## src/rtl/control_booth.sv

```systemverilog
// control_booth -- Moore controller for a radix-2 Booth multiplier.
//
// Sequences an external datapath that holds the multiplicand M, the multiplier
// Q and the accumulator A. The Booth extra bit Q(-1) and the iteration counter
// are kept here. When fin is high, the product is available in A:Q.
//
// Parameters:
//   N          number of Booth iterations (multiplier width), 1..7
// Ports:
//   clk        rising-edge clock
//   reset      synchronous, active-high
//   start      level request to begin a multiplication (sampled in IDLE/DONE)
//   q0         LSB of the multiplier register Q
//   CargaM     load M
//   CargaQ     load Q
//   CargaA     load A (selA picks the source)
//   selA       A input select: 0 = zero, 1 = adder/subtractor result
//   resta      adder mode: 1 = A-M, 0 = A+M
//   DesplazaA  arithmetic right shift of A
//   DesplazaQ  right shift of Q (MSB fed from A[0])
//   q_1        Booth extra bit Q(-1)
//   ocupado    busy: high in every state except IDLE and DONE
//   fin        product valid, high only in DONE
//   cuenta     remaining iterations
module control_booth #(
  parameter int N = 3
) (
  input  logic       clk,
  input  logic       reset,
  input  logic       start,
  input  logic       q0,
  output logic       CargaM,
  output logic       CargaQ,
  output logic       CargaA,
  output logic       selA,
  output logic       resta,
  output logic       DesplazaA,
  output logic       DesplazaQ,
  output logic       q_1,
  output logic       ocupado,
  output logic       fin,
  output logic [2:0] cuenta
);

  typedef enum logic [2:0] {
    IDLE  = 3'd0,
    LOAD  = 3'd1,
    EVAL  = 3'd2,
    ADD   = 3'd3,
    SUB   = 3'd4,
    SHIFT = 3'd5,
    DONE  = 3'd6
  } state_t;

  state_t     state, state_next;
  logic       q_1_r;
  logic [2:0] cuenta_r;

  // State register plus the two data registers this block owns.
  always_ff @(posedge clk) begin
    if (reset) begin
      state    <= IDLE;
      q_1_r    <= 1'b0;
      cuenta_r <= '0;
    end else begin
      state <= state_next;
      case (state)
        LOAD: begin
          q_1_r    <= 1'b0;
          cuenta_r <= 3'(N);
        end
        SHIFT: begin
          // q0 is still the pre-shift LSB, which becomes the new Q(-1).
          q_1_r    <= q0;
          cuenta_r <= cuenta_r - 3'd1;
        end
        default: ;
      endcase
    end
  end

  // Next-state logic and Moore output decode.
  always_comb begin
    state_next = state;
    CargaM     = 1'b0;
    CargaQ     = 1'b0;
    CargaA     = 1'b0;
    selA       = 1'b0;
    resta      = 1'b0;
    DesplazaA  = 1'b0;
    DesplazaQ  = 1'b0;
    ocupado    = 1'b1;
    fin        = 1'b0;

    case (state)
      IDLE: begin
        ocupado = 1'b0;
        if (start) state_next = LOAD;
      end
      LOAD: begin
        CargaM     = 1'b1;
        CargaQ     = 1'b1;
        CargaA     = 1'b1;
        state_next = EVAL;
      end
      EVAL: begin
        case ({q0, q_1_r})
          2'b10:   state_next = SUB;
          2'b01:   state_next = ADD;
          default: state_next = SHIFT;
        endcase
      end
      ADD: begin
        CargaA     = 1'b1;
        selA       = 1'b1;
        state_next = SHIFT;
      end
      SUB: begin
        CargaA     = 1'b1;
        selA       = 1'b1;
        resta      = 1'b1;
        state_next = SHIFT;
      end
      SHIFT: begin
        DesplazaA  = 1'b1;
        DesplazaQ  = 1'b1;
        state_next = (cuenta_r == 3'd1) ? DONE : EVAL;
      end
      DONE: begin
        ocupado = 1'b0;
        fin     = 1'b1;
        // Level handshake: wait for start to drop so one request gives one product.
        if (!start) state_next = IDLE;
      end
      default: begin
        ocupado    = 1'b0;
        state_next = IDLE;
      end
    endcase
  end

  assign q_1    = q_1_r;
  assign cuenta = cuenta_r;

endmodule

```

## config.mk

```make
export PLATFORM = sky130hd
export DESIGN_NAME = control_booth
export DESIGN_NICKNAME = d
export VERILOG_FILES = /design/src/rtl/control_booth.sv
export SDC_FILE = /design/constraint.sdc
export NUM_CORES = 1
export LEC_CHECK = 0
export ABC_CLOCK_PERIOD_IN_PS = 1670
export CAP_MARGIN = 5
export CORE_AREA = 4 4 41 43
export DETAILED_ROUTE_END_ITERATION = 10
export DIE_AREA = 0 0 45 47
export GPL_ROUTABILITY_DRIVEN = 1
export PLACE_DENSITY = 0.7
export SETUP_SLACK_MARGIN = 0.02
export SLEW_MARGIN = 10
export SYNTH_ARGS = -nofsm -noshare
export SYNTH_HDL_FRONTEND = slang
export SYNTH_SLANG_ARGS = --single-unit
```

## constraint.sdc

```tcl
create_clock -name clk -period 1.67 [get_ports clk]
set_input_delay 0.334 -clock clk [delete_from_list [all_inputs] [get_ports clk]]
set_output_delay 0.334 -clock clk [all_outputs]
set_load 0.02 [all_outputs]
```

==> impl_metrics.prom <==
# TYPE chip_impl_metric gauge
chip_impl_metric{name="clock_insertion_delay_worst_skew",unit="ps"} 250
chip_impl_info{name="setup.worst_path.end_class",value="output pin"} 1
chip_impl_metric{name="data_required_time_of_the_worst_path",unit="ps"} 1340
chip_impl_metric{name="ir_drop",unit="mV"} 0.476
chip_impl_metric{name="ant_nets",unit=""} 0
chip_impl_metric{name="core.rowCount",unit=""} 13
chip_impl_metric{name="worst_hold_path.num_cells",unit=""} 2
chip_impl_metric{name="layout-drive-gt1-share",unit="%"} 22.5
chip_impl_info{name="cpLargestDelayFamily",value="flip-flops"} 1
chip_impl_info{name="worst-setup-path-type",value="reg -> out"} 1
chip_impl_info{name="synth_flop_cell",value="dfxtp_1"} 1
chip_impl_metric{name="chipHeight",unit="microns"} 47
chip_impl_metric{name="grt_pass1_wl",unit="mm"} 1.79
chip_impl_metric{name="power_per_cell_area",unit="nW/um^2"} 768
chip_impl_metric{name="multi_input_comb_area",unit="sq um"} 272
chip_impl_info{name="sequence_of_cells_on_the_critical_path",value="nor2b_4 -> and2_2 -> dlygate4sd2_1"} 1
chip_impl_metric{name="diodes",unit=""} 0
chip_impl_metric{name="grt_use_total",unit="%"} 11.9
chip_impl_info{name="critical-path-slowest-cell",value="dfxtp_2"} 1
chip_impl_metric{name="synthesis.yosys.warnings",unit=""} 0
chip_impl_metric{name="setup-tns-final",unit="ps"} 0
chip_impl_metric{name="clock_tree.htree_level_count",unit=""} 1
chip_impl_metric{name="ff2ff_setup_slack",unit="ps"} 560
chip_impl_metric{name="postSynthAreaPerCell",unit="sq um"} 8.15
chip_impl_metric{name="coreArea",unit="sq um"} 1300
chip_impl_metric{name="slew_headroom",unit="%"} 79.4
chip_impl_metric{name="syn_nets",unit=""} 66
chip_impl_metric{name="dpl.cell_count",unit=""} 91
chip_impl_metric{name="worst_ep_arrival",unit="ps"} 1250
chip_impl_metric{name="hpwl",unit="microns"} 775
chip_impl_metric{name="worst_clock_skew",unit="ps"} 0.603
chip_impl_metric{name="io_pins",unit=""} 17
chip_impl_info{name="grt_setup_unrepaired",value="yes"} 1
chip_impl_metric{name="dr.pass1.iters",unit=""} 4
chip_impl_metric{name="layoutNonFillerInstCount",unit=""} 95
chip_impl_metric{name="timing.critical_path.fanout_max",unit=""} 7
chip_impl_metric{name="dieArea",unit="sq um"} 2120
chip_impl_metric{name="cts_hold_buffers",unit=""} 0
chip_impl_metric{name="via_count",unit=""} 469
chip_impl_info{name="worstHoldStart",value="q_1"} 1
chip_impl_metric{name="ys_ff_latch",unit=""} 7
chip_impl_metric{name="synth-async-reset-ratio",unit="%"} 0
chip_impl_metric{name="dr_drc_count",unit=""} 0
chip_impl_metric{name="final_nets",unit=""} 87
chip_impl_metric{name="total_power",unit="W"} 0.000527
chip_impl_metric{name="area_growth",unit="%"} 40.4
chip_impl_metric{name="nFillCells",unit=""} 146
chip_impl_metric{name="ys_types",unit=""} 28
chip_impl_metric{name="sequential_cell_area",unit="sq um"} 144
chip_impl_metric{name="slew_at_the_pin_closest_to_its_max_slew_limit",unit="ps"} 308
chip_impl_info{name="cts_tree",value="yes"} 1
chip_impl_metric{name="power.static_leakage",unit="nW"} 0.316
chip_impl_metric{name="finalCriticalPeriod",unit="ps"} 1590
chip_impl_metric{name="final_period_util",unit="%"} 95.0
chip_impl_metric{name="drv.max_cap_violation_count",unit=""} 0
chip_impl_info{name="hold_path.class",value="reg -> reg"} 1
chip_impl_metric{name="count_of_flip_flops_with_a_built_in_enable_after_synthesis",unit=""} 0
chip_impl_info{name="setup.worst_path.start_class",value="register"} 1
chip_impl_metric{name="maxClockFrequency",unit="GHz"} 0.631
chip_impl_metric{name="chipWidth",unit="microns"} 45
chip_impl_metric{name="first_iter_violations",unit=""} 6
chip_impl_info{name="timing.rr.start",value="cuenta[0]"} 1
chip_impl_info{name="min_to",value="q_1"} 1
chip_impl_metric{name="grt_max_degree",unit=""} 10
chip_impl_metric{name="mappedNetlistArea",unit="sq um"} 489
chip_impl_info{name="r2r-end",value="cuenta[1]"} 1
chip_impl_metric{name="critical_path.n_buffers_inverters",unit=""} 1
chip_impl_metric{name="post_drt_wl_per_cell",unit="microns"} 10.7
chip_impl_metric{name="totalWireLength",unit="mm"} 1.02
chip_impl_metric{name="cts.sinks",unit=""} 7
chip_impl_metric{name="worst_path_largest_cell_delay",unit="ps"} 380
chip_impl_metric{name="port_bufs",unit=""} 16
chip_impl_metric{name="reg2regPathDepth",unit=""} 3
chip_impl_metric{name="grt_pass1_vias",unit=""} 436
chip_impl_metric{name="ctsLongestPathBuffers",unit=""} 2
chip_impl_metric{name="gp_congestion",unit=""} 0.742
chip_impl_metric{name="count_of_mapped_cells_out_of_synthesis",unit=""} 60
chip_impl_metric{name="hold_viol_final",unit=""} 0
chip_impl_metric{name="setup_viol",unit=""} 0
chip_impl_metric{name="grt_antenna_before_repair",unit=""} 0
chip_impl_metric{name="clk_transition_reported_paths",unit="ps"} 50
chip_impl_metric{name="synth_sequential_area_ratio",unit="%"} 28.6
chip_impl_info{name="outcome",value="finished, final reports clean"} 1
chip_impl_metric{name="via_per_inst",unit=""} 4.94
chip_impl_metric{name="report.final.slew_viol_count",unit=""} 0
chip_impl_metric{name="floorplan.initialDensity",unit="%"} 37.6
chip_impl_info{name="ctsRootBufferMaster",value="clkbuf_4"} 1
chip_impl_metric{name="globalRoute.totalOverflow",unit=""} 0
chip_impl_metric{name="tritoncts.num_buffers",unit=""} 3
## report_power, final
| part | leakage [nW] | switching [W] | internal [W] |
|---|---|---|---|
| Clock | 0.0150 | 0.0000675 | 0.0000915 |
| Sequential | 0.0584 | 0.0000162 | 0.000180 |
| Combinational | 0.243 | 0.0000886 | 0.0000835 |
## layout make-up
type                            count  share of cell area (%)
Multi-Input combinational cell     41                    39.5
Clock buffer                        4                    3.83
Inverter                            5                    2.73
Timing Repair Buffer               23                    30.2
Sequential cell                     7                    20.9
Tap cell                           15                    2.73
## sequential cells by signal (all words and copies together), names as in the netlist
signal,flops
state,3
q_1,1
cuenta,3
## kinds of logic (layout without fill, tap and decap cells)
| logic type | count (synthesis) | count (layout) | synth area share (%) |
|---|---|---|---|
| adders and majority gates | 2 | 2 | 5.11 |
| AOI/OAI and AO/OA | 13 | 13 | 19.4 |
| DFF | 7 | 7 | 28.6 |
| buffers and inverters | 12 | 32 | 15.9 |
| and+or+nand+nor | 26 | 26 | 30.9 |
## through the flow
step	hold WS (ps)	cell area (sq um)	setup slack, ps	util [%]
2_1_floorplan	499	489	214	-
3_3_place_gp	480	662	27.1	50.9
3_5_place_dp	478	662	12.0	50.9
4_1_cts	488	681	61.1	52.3
5_1_grt	527	687	9.85	52.8
6_report	484	687	84.0	52.8
## worst min-delay path, cell delays in order, from the launching register on
cell,delay [ps]
dfxtp_1,330
nand2_1,60
a21oi_1,50
## Yosys cell counts, drive strengths merged, types with 2 or more instances
| cell type | instances | area [sq um] |
|---|---|---|
| nand2 | 4 | 15.0 |
| nor2 | 6 | 22.5 |
| nand3 | 3 | 15.0 |
| and3 | 2 | 17.5 |
| nand2b | 4 | 25.0 |
| ha | 2 | 25.0 |
| buf | 6 | 53.8 |
| a21oi | 4 | 20.0 |
| o21ai | 3 | 15.0 |
| inv | 5 | 18.8 |
| dfxtp | 7 | 140 |
| nor2b | 2 | 20.0 |
## worst max-delay path by stage
stage                    from         to  slack, ps  cells past startpoint
floorplan            state[2]     CargaQ        210                      4
global placement     state[0]  DesplazaA         30                      3
detailed placement   state[0]  DesplazaA         10                      3
CTS                 cuenta[0]  cuenta[0]         60                      1
global route         state[1]     CargaA         10                      4
finish               state[0]  DesplazaA         80                      3
## layer usage
metal / wire, microns / up-vias / track usage, %
met1: 467 / 208 / 13.7
met4: 29 / 0 / 8.77
met2: 440 / 18 / 19.5
li1: - / 241 / -
met3: 80 / 2 / 2.30
met5: 0 / - / 0
## layout by cell type, fill, tap and decap left out, types with 4 or more instances in the layout
master           n
nor2_1           6
nand2b_1         4
inv_1            5
dlygate4sd2_1    6
dfxtp_1          4
nand2_1          4
a21oi_1          4
clkdlybuf4s50_1  6
buf_4            7
## what timing repair did
action,CTS,global route
hold endpoints to repair,0,0
gates resized for setup,12,4
buffers inserted,0,0
endpoints found under the setup margin,9,4
(Power assumes the default switching activity.)
